`config.mk`:
```
export PLATFORM = sky130hd
export DESIGN_NAME = store_merge_unit_flat
export DESIGN_NICKNAME = d
export VERILOG_FILES = /design/src/rtl/store_merge_unit_if.sv /design/src/rtl/store_merge_unit.sv /design/src/flat_wrapper.sv
export SDC_FILE = /design/constraint.sdc
export NUM_CORES = 1
export LEC_CHECK = 0
export ABC_AREA = 1
export CORE_MARGIN = 2
export CORE_UTILIZATION = 45
export CTS_CLUSTER_DIAMETER = 120
export CTS_CLUSTER_SIZE = 28
export DETAILED_ROUTE_END_ITERATION = 8
export PLACE_DENSITY = 0.72
export SETUP_SLACK_MARGIN = 0.15
export SLEW_MARGIN = 15
export SYNTH_ARGS = -nofsm -noshare
export SYNTH_HDL_FRONTEND = slang
export SYNTH_SLANG_ARGS = --single-unit
```
`constraint.sdc`:
```
create_clock -name clk_i -period 2.85 [get_ports clk_i]
set_input_delay 0.57 -clock clk_i [delete_from_list [all_inputs] [get_ports clk_i]]
set_output_delay 0.57 -clock clk_i [all_outputs]
set_load 0.02 [all_outputs]
```
`src/rtl/store_merge_unit_if.sv`:
```
// Store-path bundle: LSU request handshake plus the word-wide RAM port.
// The unit uses the slave view; the LSU/RAM side uses the master view.
interface store_merge_unit_if #(
  parameter int DATA_WIDTH = 32,
  parameter int ADDR_WIDTH = 32
);
  logic                  req_valid_i;
  logic                  req_ready_o;
  logic [ADDR_WIDTH-1:0] req_addr_i;
  logic [31:0]           req_data_i;
  logic [1:0]            req_type_i;
  logic [ADDR_WIDTH-1:0] mem_addr_o;
  logic                  mem_re_o;
  logic [DATA_WIDTH-1:0] mem_rdata_i;
  logic                  mem_we_o;
  logic [DATA_WIDTH-1:0] mem_wdata_o;
  logic                  done_o;
  logic                  err_o;

  modport slave (
    input  req_valid_i, req_addr_i, req_data_i, req_type_i, mem_rdata_i,
    output req_ready_o, mem_addr_o, mem_re_o, mem_we_o, mem_wdata_o, done_o, err_o
  );

  modport master (
    output req_valid_i, req_addr_i, req_data_i, req_type_i, mem_rdata_i,
    input  req_ready_o, mem_addr_o, mem_re_o, mem_we_o, mem_wdata_o, done_o, err_o
  );
endinterface

```
`src/rtl/store_merge_unit.sv`:
```
// Merges byte/half/word stores into RAM words with a registered read-modify-write;
// stores crossing a word boundary are split into two passes (word A, then word B).
module store_merge_unit #(
  parameter int DATA_WIDTH       = 32,
  parameter int ADDR_WIDTH       = 32,
  parameter bit ALLOW_MISALIGNED = 1'b1
) (
  input logic              clk_i,
  input logic              rst_ni,
  store_merge_unit_if.slave bus
);
  localparam int NB   = DATA_WIDTH / 8;
  localparam int OFFW = $clog2(NB);
  localparam int LW   = 2 * NB;
  localparam int SW   = 2 * DATA_WIDTH;

  typedef enum logic [2:0] {IDLE, RD, MRG, WR, ERR} state_t;

  state_t                state_q, state_d;
  logic                  second_q, second_d;
  logic [ADDR_WIDTH-1:0] addr_q, addr_d;
  logic [LW-1:0]         lanes_q, lanes_d;
  logic [SW-1:0]         shifted_q, shifted_d;
  logic [DATA_WIDTH-1:0] wdata_q, wdata_d;

  logic [OFFW-1:0]       cap_off;
  logic [LW-1:0]         cap_mask, cap_lanes;
  logic [SW-1:0]         cap_shifted;
  logic [ADDR_WIDTH-1:0] cap_addr;
  logic                  cap_span, cap_full;

  always_comb begin
    cap_off = bus.req_addr_i[OFFW-1:0];
    case (bus.req_type_i)
      2'b01:   cap_mask = LW'(1);
      2'b10:   cap_mask = LW'(3);
      default: cap_mask = LW'(15);
    endcase
    cap_lanes   = cap_mask << cap_off;
    cap_shifted = SW'(bus.req_data_i) << {cap_off, 3'b000};
    cap_addr    = bus.req_addr_i & ~ADDR_WIDTH'(NB - 1);
    cap_span    = |cap_lanes[LW-1:NB];
    cap_full    = &cap_lanes[NB-1:0];
  end

  // Word B address wraps naturally in ADDR_WIDTH bits.
  logic [ADDR_WIDTH-1:0] cur_addr;
  logic [NB-1:0]         cur_lanes;
  logic [DATA_WIDTH-1:0] cur_data, merged;
  logic                  span_q, b_full;

  assign cur_addr  = second_q ? addr_q + ADDR_WIDTH'(NB) : addr_q;
  assign cur_lanes = second_q ? lanes_q[LW-1:NB] : lanes_q[NB-1:0];
  assign cur_data  = second_q ? shifted_q[SW-1:DATA_WIDTH] : shifted_q[DATA_WIDTH-1:0];
  assign span_q    = |lanes_q[LW-1:NB];
  assign b_full    = &lanes_q[LW-1:NB];

  for (genvar gi = 0; gi < NB; gi++) begin : g_lane
    assign merged[8*gi +: 8] = cur_lanes[gi] ? cur_data[8*gi +: 8] : bus.mem_rdata_i[8*gi +: 8];
  end

  logic                  ready, re, we, done, err;
  logic [ADDR_WIDTH-1:0] mem_addr;
  logic [DATA_WIDTH-1:0] mem_wdata;

  always_comb begin
    state_d   = state_q;
    second_d  = second_q;
    addr_d    = addr_q;
    lanes_d   = lanes_q;
    shifted_d = shifted_q;
    wdata_d   = wdata_q;
    ready     = 1'b0;
    re        = 1'b0;
    we        = 1'b0;
    done      = 1'b0;
    err       = 1'b0;
    mem_addr  = '0;
    mem_wdata = '0;
    case (state_q)
      IDLE: begin
        ready = 1'b1;
        if (bus.req_valid_i) begin
          addr_d    = cap_addr;
          lanes_d   = cap_lanes;
          shifted_d = cap_shifted;
          second_d  = 1'b0;
          if (cap_span && !ALLOW_MISALIGNED) begin
            state_d = ERR;
          end else if (cap_full) begin
            wdata_d = cap_shifted[DATA_WIDTH-1:0];
            state_d = WR;
          end else begin
            state_d = RD;
          end
        end
      end
      RD: begin
        re       = 1'b1;
        mem_addr = cur_addr;
        state_d  = MRG;
      end
      MRG: begin
        wdata_d = merged;
        state_d = WR;
      end
      WR: begin
        we        = 1'b1;
        mem_addr  = cur_addr;
        mem_wdata = wdata_q;
        if (span_q && !second_q) begin
          second_d = 1'b1;
          if (b_full) begin
            wdata_d = shifted_q[SW-1:DATA_WIDTH];
            state_d = WR;
          end else begin
            state_d = RD;
          end
        end else begin
          done    = 1'b1;
          state_d = IDLE;
        end
      end
      ERR: begin
        err     = 1'b1;
        state_d = IDLE;
      end
      default: state_d = IDLE;
    endcase
  end

  assign bus.req_ready_o = ready;
  assign bus.mem_re_o    = re;
  assign bus.mem_we_o    = we;
  assign bus.done_o      = done;
  assign bus.err_o       = err;
  assign bus.mem_addr_o  = mem_addr;
  assign bus.mem_wdata_o = mem_wdata;

  always_ff @(posedge clk_i or negedge rst_ni) begin
    if (!rst_ni) begin
      state_q   <= IDLE;
      second_q  <= 1'b0;
      addr_q    <= '0;
      lanes_q   <= '0;
      shifted_q <= '0;
      wdata_q   <= '0;
    end else begin
      state_q   <= state_d;
      second_q  <= second_d;
      addr_q    <= addr_d;
      lanes_q   <= lanes_d;
      shifted_q <= shifted_d;
      wdata_q   <= wdata_d;
    end
  end
endmodule
```
`src/flat_wrapper.sv`:
```
// flat-port wrapper written by rule: the top's interface ports become plain ports
module store_merge_unit_flat 
#(
  parameter int DATA_WIDTH       = 32,
  parameter int ADDR_WIDTH       = 32,
  parameter bit ALLOW_MISALIGNED = 1'b1
)
  (clk_i, rst_ni, bus_req_valid_i, bus_req_addr_i, bus_req_data_i, bus_req_type_i, bus_mem_rdata_i, bus_req_ready_o, bus_mem_addr_o, bus_mem_re_o, bus_mem_we_o, bus_mem_wdata_o, bus_done_o, bus_err_o);
  store_merge_unit_if #(.DATA_WIDTH(DATA_WIDTH), .ADDR_WIDTH(ADDR_WIDTH)) bus_i ();
  input logic clk_i;
  input logic rst_ni;
  input wire logic [$bits(bus_i.req_valid_i)-1:0] bus_req_valid_i;
  input wire logic [$bits(bus_i.req_addr_i)-1:0] bus_req_addr_i;
  input wire logic [$bits(bus_i.req_data_i)-1:0] bus_req_data_i;
  input wire logic [$bits(bus_i.req_type_i)-1:0] bus_req_type_i;
  input wire logic [$bits(bus_i.mem_rdata_i)-1:0] bus_mem_rdata_i;
  output wire logic [$bits(bus_i.req_ready_o)-1:0] bus_req_ready_o;
  output wire logic [$bits(bus_i.mem_addr_o)-1:0] bus_mem_addr_o;
  output wire logic [$bits(bus_i.mem_re_o)-1:0] bus_mem_re_o;
  output wire logic [$bits(bus_i.mem_we_o)-1:0] bus_mem_we_o;
  output wire logic [$bits(bus_i.mem_wdata_o)-1:0] bus_mem_wdata_o;
  output wire logic [$bits(bus_i.done_o)-1:0] bus_done_o;
  output wire logic [$bits(bus_i.err_o)-1:0] bus_err_o;
  assign bus_i.req_valid_i = bus_req_valid_i;
  assign bus_i.req_addr_i = bus_req_addr_i;
  assign bus_i.req_data_i = bus_req_data_i;
  assign bus_i.req_type_i = bus_req_type_i;
  assign bus_i.mem_rdata_i = bus_mem_rdata_i;
  assign bus_req_ready_o = bus_i.req_ready_o;
  assign bus_mem_addr_o = bus_i.mem_addr_o;
  assign bus_mem_re_o = bus_i.mem_re_o;
  assign bus_mem_we_o = bus_i.mem_we_o;
  assign bus_mem_wdata_o = bus_i.mem_wdata_o;
  assign bus_done_o = bus_i.done_o;
  assign bus_err_o = bus_i.err_o;
  store_merge_unit #(.DATA_WIDTH(DATA_WIDTH), .ADDR_WIDTH(ADDR_WIDTH), .ALLOW_MISALIGNED(ALLOW_MISALIGNED)) u_core (.clk_i(clk_i), .rst_ni(rst_ni), .bus(bus_i));
endmodule
```
Yosys cells after proc, flatten, opt, wreduce, memory -nomap -nowiden
Cells that the tools add are included.

Word-level logic and storage cells: 60. Output and inout bits: 69. Input port bits: 101. Register bits: 138.

Mux-type cells: 29. Reductions and logical operators: 12. Equality and inequality tests: 10. Shift-type cells: 2. Add/sub/neg operators: 1.

Operators by type and width (number): $mux 32 (8); $pmux 32 s3 (1); $shl 32x5->64 (1); $add 32x3->32 const B (1); $mux 8 (4); $pmux 3 s4 (1); $mux 1 (8); $pmux 4 s2 (1); $reduce_and 4->1 (2); $shl 4x2->8 (1); $eq 3x2->1 const B (2); $mux 2 (3); $ne 2x1->1 const B (3); $reduce_and 5->1 (1); $mux 4 (1); $reduce_or 4->1 (1); $eq 3x1->1 const B (1); $eq 3x3->1 const B (1); $logic_not 3->1 (1); $mux 3 (1); $reduce_and 3->1 (1); $reduce_bool 3->1 (1); $eq 2x1->1 const B (1); $eq 2x2->1 const B (1); 7 further kinds (7).

Depth between registers and ports, before layout
Gate-level depths: netlist of the first run.

Depth in word-level cells: 7. Gate-level depth with buffers: 11. Depth with buffers taken out: 10.

Worst setup path before layout of the first run
No wires, ideal clock.

Path type: reg2out. From: register u_core.addr_q[3]. To: output bus_mem_addr_o[28]. Arrival: 1462 ps. Path slack: 818 ps. Data required time: 2280 ps. Cell stages (with the launch flop): 10. Buffers on the path: 0. Cell sequence: dfrtp_1 ha_1 inv_1 nor2_1 nand3_1 nor2_2 nand2_1 nand2_1 inv_1 nor2_1.

Cells in the longest elaborated chain, start to end: 3.

RTL lines: from (decl) (RTL line store_merge_unit.sv:21) `logic [ADDR_WIDTH-1:0] addr_q, addr_d;`; from (signal assigned) (RTL line store_merge_unit.sv:151) `addr_q <= addr_d;`; $add 32x3->32 (RTL line store_merge_unit.sv:52) `assign cur_addr = second_q ? addr_q + ADDR_WIDTH'(NB) : addr_q;`; $mux 32 (RTL line store_merge_unit.sv:52); $mux 32 (RTL line store_merge_unit.sv:80) `case (state_q)`; to (decl) (RTL line flat_wrapper.sv:18) `output wire logic [$bits(bus_i.mem_addr_o)-1:0] bus_mem_addr_o;`.

Every way passes these cells.

Worst setup path after layout of the first run
From: register u_core.addr_q[3]. To: output bus_mem_addr_o[30].

The elaborated chain is that of the path after synthesis.

==> flow_metrics.tcl, run 1 <==
set metrics [dict create \
    fillers 1633 \
    worstMarginPinSlew_ns 0.542 \
    min_period_ns 2.68 \
    dp_hpwl_um 17400 \
    grt_pass1_wl_um 37600 \
    syn_area_um2 7850 \
    r2r_start "u_core.state_q[1]" \
    synth-seq-cells 128 \
    yosys.area.top_type "dfrtp_1" \
    overflow 0 \
    root_buffer "clkbuf_16" \
    synth_top_family_by_area "simple AND/OR/NAND/NOR gates" \
    synth_edf_count 0 \
    htreeDepth 4 \
    grt_pass1_vias 7538 \
    ctsHoldBuffers 0 \
    viasPerCell 5.24 \
    yosysWarnings 0 \
    r2r_end "u_core.wdata_q[7]" \
    synth.mux.area_fraction_pct 0 \
    irDropWorstVdd_mv 0.541 \
    crit_type "register to output pin" \
    areaGrowthSynthToFinish_pct 31.0 \
    syn_area_per_cell_um2 6.75 \
    synth_commonest_cells "365 x nand2_1, 142 x nor2_1, 128 x dfrtp_1" \
    die-height_um 136 \
    cts_buffers 17 \
    core_area_um2 17200 \
    power_leakage_uw 0.00499 \
    synth_most_common_cell "nand2_1" \
    status "complete, no violations" \
    synthAdderAreaFrac_pct 0.319 \
    die_area_um2 18500 \
    fin_nets 1416 \
    drc 0 \
    layout-drive-gt1-share_pct 9.43 \
    fmax_mhz 373 \
    fp-row-count 48 \
    worstPathMaxFanout 8 \
    slew_headroom_pct 63.9 \
    critPathCaptureType "output pin" \
    synthCells 1162 \
    worstRegToRegCells 7 \
    clock_path_buffers 2 \
    required_ns 2.28 \
    async_flop_share_pct 100 \
    routed_wl_um 24200 \
    cts_tree "yes" \
    synthTopCellsByArea "dfrtp_1 41%, nand2_1 17%, o21ai_0 7.3%" \
    p_per_area_nw_per_um2 1050 \
    antenna_found_initial 0 \
    dr.first_iter.drc_count 617 \
    vias 8122 \
    wire_per_inst_um 15.6 \
    initial_core_util_pct 45.7 \
    postRouteAntennaNets 0 \
    rsz0062_at_grt "yes" \
    hold_viol_final 0 \
    setup-tns-final_ns 0 \
    synth_xor_area_share_pct 0.112 \
    io_pins 170 \
    hp-class "primary input to async pin" \
    ys_types 34 \
    n_antenna_cell 0 \
    rrSetupSlack_ns 0.87 \
    startpoint_type "register" \
    synth_compound_area_share_pct 15.8 \
    portBuffers 166 \
    gp_congestion 0.876 \
    drtPass1Iterations 5 \
    grt.total_usage_pct 26.3 \
    ys.flop_type "dfrtp_1" \
    setup_viol 0 \
    clock_sinks 128 \
    ys_seq_area_share_pct 40.8 \
    dieWidth_um 136 \
    fin_crit_sh_pct 94.0 \
    grt_max_degree 61 \
    yosys.area_share.simple_pct 31.8 \
    path_clk_slew_ns 0.06 \
    critPathArrivalTime_ns 2.11 \
    fin_total_pwr_uw 10800 \
    fin_skew_ns 0.0120 \
    maxCapViolations 0 \
    clock_latency_ns 0.43 \
    synth_top_area_share_pct 40.8 \
    slew_violations 0 \
]
==> worst max-delay path by stage <==
stage                                 from                 end  slack (ns)  cells past startpoint
after floorplan           u_core.addr_q[3]  bus_mem_addr_o[28]        0.82                      9
after global placement    u_core.addr_q[3]  bus_mem_addr_o[28]        0.24                     10
after detailed placement  u_core.addr_q[3]  bus_mem_addr_o[28]        0.23                     10
after CTS                 u_core.addr_q[3]  bus_mem_addr_o[28]        0.12                     10
after global routing      u_core.addr_q[3]  bus_mem_addr_o[30]        0.05                      9
final                     u_core.addr_q[3]  bus_mem_addr_o[30]        0.17                      9
==> worst max-delay path: stages (launching register included) <==
cell and delay (ns):
dfrtp_1 0.38, ha_1 0.22, inv_1 0.05, nor2_1 0.13, nand3_2 0.20, nor2_4 0.24, buf_4 0.14, a21oi_1 0.05
nor2_1 0.10, clkbuf_2 0.17
==> cells by family after synthesis <==
logic type	Yosys count
DFF	128
buffers and inverters	199
xor gates and xnor gates	1
AOI/OAI and AO/OA	222
and+or+nand+nor	609
other	1
adders and majority gates	2
==> layout by cell type (no fill, tap or decap), types with 4 or more instances in the layout <==
| cell | count |
|---|---|
| a31oi_1 | 7 |
| o21ai_1 | 4 |
| nor2_4 | 7 |
| buf_4 | 23 |
| a21oi_1 | 38 |
| inv_1 | 125 |
| nand2_1 | 365 |
| o21bai_1 | 8 |
| clkbuf_8 | 5 |
| o22ai_1 | 22 |
| clkbuf_16 | 17 |
| o21ai_0 | 114 |
| clkbuf_2 | 17 |
| dlygate4sd2_1 | 9 |
| nand3_1 | 61 |
| or2_2 | 11 |
| inv_2 | 7 |
| clkdlybuf4s50_1 | 136 |
| buf_12 | 6 |
| dfrtp_1 | 125 |
| nand2_2 | 6 |
| nor2_2 | 9 |
| o211ai_1 | 28 |
| nor2_1 | 139 |
==> metrics by stage <==
stage          area, um2  hold slack (ns)  setup slack, ns  instances  utilization (%)
6_report           10300           0.0121            0.172       1550             59.8
3_3_place_gp        9680            0.462            0.243       1514             56.4
4_1_cts            10300           0.0149            0.121       1545             59.9
3_5_place_dp        9680            0.463            0.230       1514             56.4
5_1_grt            10300           0.0142           0.0540       1550             59.8
2_1_floorplan       7850            0.274            0.818       1164                -
==> metal layers <==
| metal | up-vias | GRT usage [%] | part of all wire [%] |
|---|---|---|---|
| met5 | - | 0 | 0 |
| met4 | 0 | 8.04 | 2.1 |
| met3 | 43 | 5.33 | 8.4 |
| met2 | 330 | 42.1 | 47 |
| met1 | 3774 | 35.9 | 42 |
| li1 | 3975 | - | - |
==> sequential cells by signal, indices dropped and copies added (netlist names) <==
signal and flops:
u_core.addr_q 30, u_core.lanes_q 7, u_core.second_q 1, u_core.shifted_q 56, u_core.state_q 2, u_core.wdata_q 32
==> final cells by class <==
type                       count  area (um2)  area share, %
tap                          225         282           2.74
inverter                     134         505           4.92
timing repair buffer         195        1860           18.1
clock buffer                  23         498           4.84
clock inverter                 8         126           1.23
sequential                   128        3210           31.2
multi-input combinational    837        3800           37.0
==> power by group <==
group / leakage, uW / switching, uW / internal, uW
sequential: 0.00159 / 569 / 2680
combinational: 0.00311 / 3280 / 1930
clock: 0.000298 / 815 / 1490
==> repair_timing <==
| item | in CTS | in global routing |
|---|---|---|
| setup buffers | 0 | 5 |
| endpoints found under the setup margin | 62 | 29 |
| pin swaps | 0 | 2 |
| gates resized for setup | 31 | 43 |
No activity file was read; power rests on OpenSTA's default activity.
==> inputs of run 2 (changes only) <==
- CORE_MARGIN: 2 -> 1
==> run 2 against run 1 <==
Effect of this change: cell count rose by 0.13%; clock skew fell by 0.0022 ns; critical path depth fell by 5; via count fell by 0.27%; combinational power rose by 1%; count of clock-buffer cells in the layout fell by 1; register-to-register slack got worse by 0.16 ns; first-iteration DRC count rose by 26%; sequential share of layout area barely moved; sequential cell count did not move; sequential power barely moved; worst setup slack improved by 0.052 ns; critical endpoint is now bus_done_o; highest routed layer unchanged.
==> flow_metrics.tcl, run 2 (synthesis gave the netlist of run 1 again) <==
set metrics [dict create \
    clock_path_buffers 2 \
    vias 8100 \
    crit_type "register to output pin" \
    worstMarginPinSlew_ns 0.495 \
    path_clk_slew_ns 0.06 \
    areaGrowthSynthToFinish_pct 31.0 \
    slew_headroom_pct 66.7 \
    regArea_um2 3200 \
    wire_per_inst_um 15.6 \
    critPathCaptureType "output pin" \
    rsz0062_at_grt "yes" \
    regMostFlops "u_core.shifted_q" \
    ctsHoldBuffers 0 \
    fin_nets 1422 \
    required_ns 2.28 \
    grt_pass1_wl_um 38100 \
    root_buffer "clkbuf_16" \
    htreeDepth 4 \
    cts_tree "yes" \
    reg_top3 "u_core.shifted_q (56), u_core.wdata_q (32), u_core.addr_q (30)" \
    startpoint_type "register" \
    cts_buffers 17 \
    dr.first_iter.drc_count 776 \
    largest_reg_flops 56 \
    worstPathMaxFanout 16 \
    rrSetupSlack_ns 0.71 \
    dp_hpwl_um 17300 \
    maxCapViolations 0 \
    n_antenna_cell 0 \
    status "complete, no violations" \
    fp-row-count 47 \
    gp_congestion 0.913 \
    drtPass1Iterations 5 \
    irDropWorstVdd_mv 0.549 \
    setup-tns-final_ns 0 \
    initial_core_util_pct 46.6 \
    grt_max_degree 70 \
    fin_skew_ns 0.00979 \
    final_cell_mix "365 x nand2_1, 140 x nor2_1, 137 x clkdlybuf4s50_1, 127 x dfrtp_1, 124 x inv_1" \
    die-height_um 134 \
    critPathArrivalTime_ns 2.06 \
    antenna_found_initial 0 \
    power_leakage_uw 0.00500 \
    hp-class "primary input to async pin" \
    fin_crit_sh_pct 92.1 \
    grtUsageMet3_pct 6.27 \
    clock_sinks 128 \
    clock_latency_ns 0.43 \
    dieWidth_um 134 \
    r2r_end "u_core.wdata_q[27]" \
    routed_wl_um 24200 \
    slew_violations 0 \
    fillers 1573 \
    grt_pass1_vias 7484 \
    portBuffers 166 \
    busiest_layer "met2" \
    hold_viol_final 0 \
    met2_usage_pct 43.0 \
    layout-drive-gt1-share_pct 9.53 \
    postRouteAntennaNets 0 \
    met1_usage_pct 37.5 \
    overflow 0 \
    min_period_ns 2.63 \
    r2r_start "u_core.state_q[1]" \
    multiInputGateArea_um2 3820 \
    final_common_cell "nand2_1" \
    core_area_um2 16800 \
    grt.total_usage_pct 27.5 \
    viasPerCell 5.22 \
    drc 0 \
    die_area_um2 18000 \
    worstRegToRegCells 9 \
    p_per_area_nw_per_um2 1030 \
    fmax_mhz 381 \
    fin_total_pwr_uw 10600 \
    setup_viol 0 \
    io_pins 170 \
]
## run 2: changes by cell type in the layout (fill, tap and decap cells not counted), sizes merged
cell           before  now
inv               134  132
nor2              155  156
clkinvlp            3    2
buf                31   36
clkinv              2    9
bufinv              3    1
clkbuf             40   35
clkdlybuf4s50     136  137
clkdlybuf4s15       0    3
## run 2: critical path, stage by stage (launching register included)
cell	delay, ns
dfrtp_1	0.41
buf_4	0.21
a31oi_1	0.31
nor2_1	0.14
clkdlybuf4s50_1	0.56
## run 2: what timing repair did
action                                  4_1_cts  5_1_grt
endpoints found under the setup margin       28       47
cloned                                        0        1
pin swaps                                     0        3
gates resized for setup                      27       41
setup buffers                                 0        6
## run 2: per-layer routing
| layer | vias up | part of all wire, % |
|---|---|---|
| met1 | 3713 | 44 |
| li1 | 3988 | - |
| met2 | 357 | 46 |
| met3 | 42 | 7.8 |
| met5 | - | 0 |
| met4 | 0 | 2.4 |
## run 2: stage by stage
stage                     setup slack, ns  area (um2)  hold WS [ns]  util, %  instances
after global placement              0.248        9680         0.465     57.5       1513
after detailed placement            0.233        9680         0.465     57.5       1513
after floorplan                     0.818        7850         0.274        -       1164
after global routing               0.0724       10300         0.144     61.1       1552
after CTS                           0.120       10200         0.125     60.8       1545
final                               0.224       10300         0.114     61.1       1552
## run 2: area by class of cell
type | instances | area share [%]
clock inverters | 10 | 0.828
repair buffers | 200 | 18.4
multi-input cells | 838 | 37.2
inverters | 134 | 4.96
clock buffers | 22 | 4.71
well taps | 220 | 2.68
flip-flops and latches | 128 | 31.2
## run 2: worst max-delay path by stage
stage,startpoint,endpoint,slack (ns),cells past startpoint
finish,u_core.second_q,bus_done_o,0.22,4
global route,u_core.addr_q[3],bus_mem_addr_o[10],0.07,10
CTS,u_core.state_q[0],bus_mem_wdata_o[23],0.12,4
detailed placement,u_core.addr_q[3],bus_mem_addr_o[28],0.23,10
global placement,u_core.addr_q[3],bus_mem_addr_o[28],0.25,10
floorplan,u_core.addr_q[3],bus_mem_addr_o[28],0.82,9
## run 2: report_power, final
part | internal (uW) | leakage, uW | total (uW) | switching (uW)
registers | 2680 | 0.00159 | 3230 | 549
clock network | 1280 | 0.000285 | 2100 | 815
logic | 1960 | 0.00313 | 5290 | 3330
total | 5920 | 0.00500 | 10600 | 4690
==> inputs of run 3 (changes only) <==
- CELL_PAD_IN_SITES_DETAIL_PLACEMENT: default -> 1
- CELL_PAD_IN_SITES_GLOBAL_PLACEMENT: default -> 1
- CORE_UTILIZATION: 45 -> 39
- PLACE_DENSITY: 0.72 -> default
- PLACE_DENSITY_LB_ADDON: default -> 0.1
- SKIP_LAST_GASP: default -> 1
==> run 3 against run 2 <==
Effect of this change: total power rose by 3.1%; largest cell class unchanged; via count rose by 1.9%; worst setup slack got worse by 0.022 ns; critical endpoint is now bus_mem_addr_o[30].
==> flow_metrics.tcl, run 3 (synthesis gave the netlist of run 1 again) <==
set metrics [dict create \
    fmax_mhz 378 \
    dr.first_iter.drc_count 428 \
    routed_wl_um 28200 \
    startpoint_type "register" \
    grt_max_degree 58 \
    rsz0062_at_grt "yes" \
    clock_sinks 128 \
    die_area_um2 20700 \
    clock_latency_ns 0.43 \
    dp_hpwl_um 20400 \
    worstRegToRegCells 7 \
    reg_top3 "u_core.shifted_q (56), u_core.wdata_q (32), u_core.addr_q (30)" \
    path_clk_slew_ns 0.06 \
    core_area_um2 19600 \
    critPathArrivalTime_ns 2.08 \
    antenna_found_initial 0 \
    viasPerCell 5.17 \
    cpPeakStageDelay_ns 0.38 \
    portBuffers 166 \
    setup_viol 0 \
    worstPathMaxFanout 6 \
    io_pins 170 \
    postRouteAntennaNets 0 \
    cp_cell_sequence "nand2_1 -> nor2_1 -> nand3_4 -> nor2_4 -> buf_4 -> nand3_1 -> nand2_1 -> nor2_1 -> buf_4" \
    wire_per_inst_um 17.7 \
    grt_pass1_vias 8363 \
    areaGrowthSynthToFinish_pct 32.4 \
    hp-class "primary input to async pin" \
    power_leakage_uw 0.00498 \
    largest_reg_flops 56 \
    die-height_um 144 \
    layout-drive-gt1-share_pct 10.2 \
    finalHoldWorstSlack_ns 0.0586 \
    setup-tns-final_ns 0 \
    slew_violations 0 \
    fin_crit_sh_pct 92.9 \
    htreeDepth 4 \
    maxCapViolations 0 \
    clock_path_buffers 2 \
    p_per_area_nw_per_um2 1050 \
    critical-path-top-delay-family "simple AND/OR/NAND/NOR gates" \
    dieWidth_um 144 \
    cts_tree "yes" \
    min_period_ns 2.65 \
    initial_core_util_pct 40.0 \
    place_ws_ns 0.162 \
    required_ns 2.28 \
    drc 0 \
    hold_viol_final 0 \
    critPathBufInv 2 \
    worstMarginPinSlew_ns 0.546 \
    crit_type "register to output pin" \
    vias 8250 \
    final_cell_mix "364 x nand2_1, 138 x nor2_1, 138 x clkdlybuf4s50_1, 125 x inv_1, 125 x dfrtp_1" \
    cp.depth 9 \
    grt.total_usage_pct 28.2 \
    root_buffer "clkbuf_16" \
    gp_congestion 0.974 \
    status "complete, no violations" \
    n_antenna_cell 0 \
    grt_pass1_wl_um 44200 \
    drtPass1Iterations 5 \
    irDropWorstVdd_mv 0.514 \
    fin_nets 1420 \
    cts_buffers 17 \
    fin_skew_ns 0.00984 \
    slew_headroom_pct 63.5 \
    slowest_stage "dfrtp_1" \
    final_common_cell "nand2_1" \
    regMostFlops "u_core.shifted_q" \
    fp-row-count 51 \
    fin_total_pwr_uw 10900 \
    setup_slack_ns 0.202 \
    placed_area_um2 9710 \
    overflow 0 \
    fin_area_um2 10400 \
    critPathCaptureType "output pin" \
]
run 3: cell count changes in the layout (fill, tap and decap cells not counted), moves of 4 or more:
cell      before  now
buf_2          1    5
clkbuf_2      13    8
clkbuf_8       4    0
clkinv_2       6    2
run 3: cell type report:
type                       instances  area (um2)
fill                            2560        9200
sequential                       128        3210
tap                              265         332
inverter                         134         505
timing repair buffer             199        1910
clock inverter                    15         163
multi-input combinational        837        3840
clock buffer                      17         425
run 3: metal layers:
metal | global-route usage (%) | part of all wire [%] | routed length [um]
met5 | 0 | 0 | 0
met1 | 33.9 | 42 | 11800
met3 | 5.13 | 4.4 | 1240
met2 | 50.2 | 52 | 14600
met4 | 9.57 | 2.3 | 651
run 3: final timing paths:
path	endpoint	slack, ns	startpoint
setup / recovery	bus_mem_addr_o[30]	0.20	u_core.addr_q[9]
hold / removal	u_core.addr_q[25]	0.06	rst_ni
setup reg to reg	u_core.shifted_q[39]	0.80	u_core.state_q[0]
hold reg to reg	u_core.wdata_q[27]	0.49	u_core.wdata_q[27]
max in group asynchronous	u_core.wdata_q[28]	2.13	rst_ni
min in group clk_i	u_core.wdata_q[27]	0.49	u_core.wdata_q[27]
run 3: power by group:
part           internal, uW  total (uW)  switching (uW)
combinational          1980        5470            3490
sequential             2680        3270             582
clock                  1300        2210             914
total                  5960       10900            4980
run 3: worst reg2reg max path, stage by stage, from the launching register on:
cell	delay [ns]
dfrtp_1	0.41
buf_6	0.22
nor2_2	0.15
nand2_2	0.22
inv_4	0.35
buf_12	0.27
o21ai_0	0.21
o22ai_1	0.14
run 3: per-stage QoR:
step,util (%),instances
2_1_floorplan,-,1164
3_3_place_gp,49.6,1553
3_5_place_dp,49.6,1553
4_1_cts,52.7,1590
5_1_grt,53.0,1595
6_report,53.0,1595
run 3: what timing repair did:
action | CTS | global route
gates resized for setup | 53 | 39
hold buffers | 0 | 0
setup buffers | 5 | 5
pin swaps | 2 | 3
endpoints found under the setup margin | 28 | 26
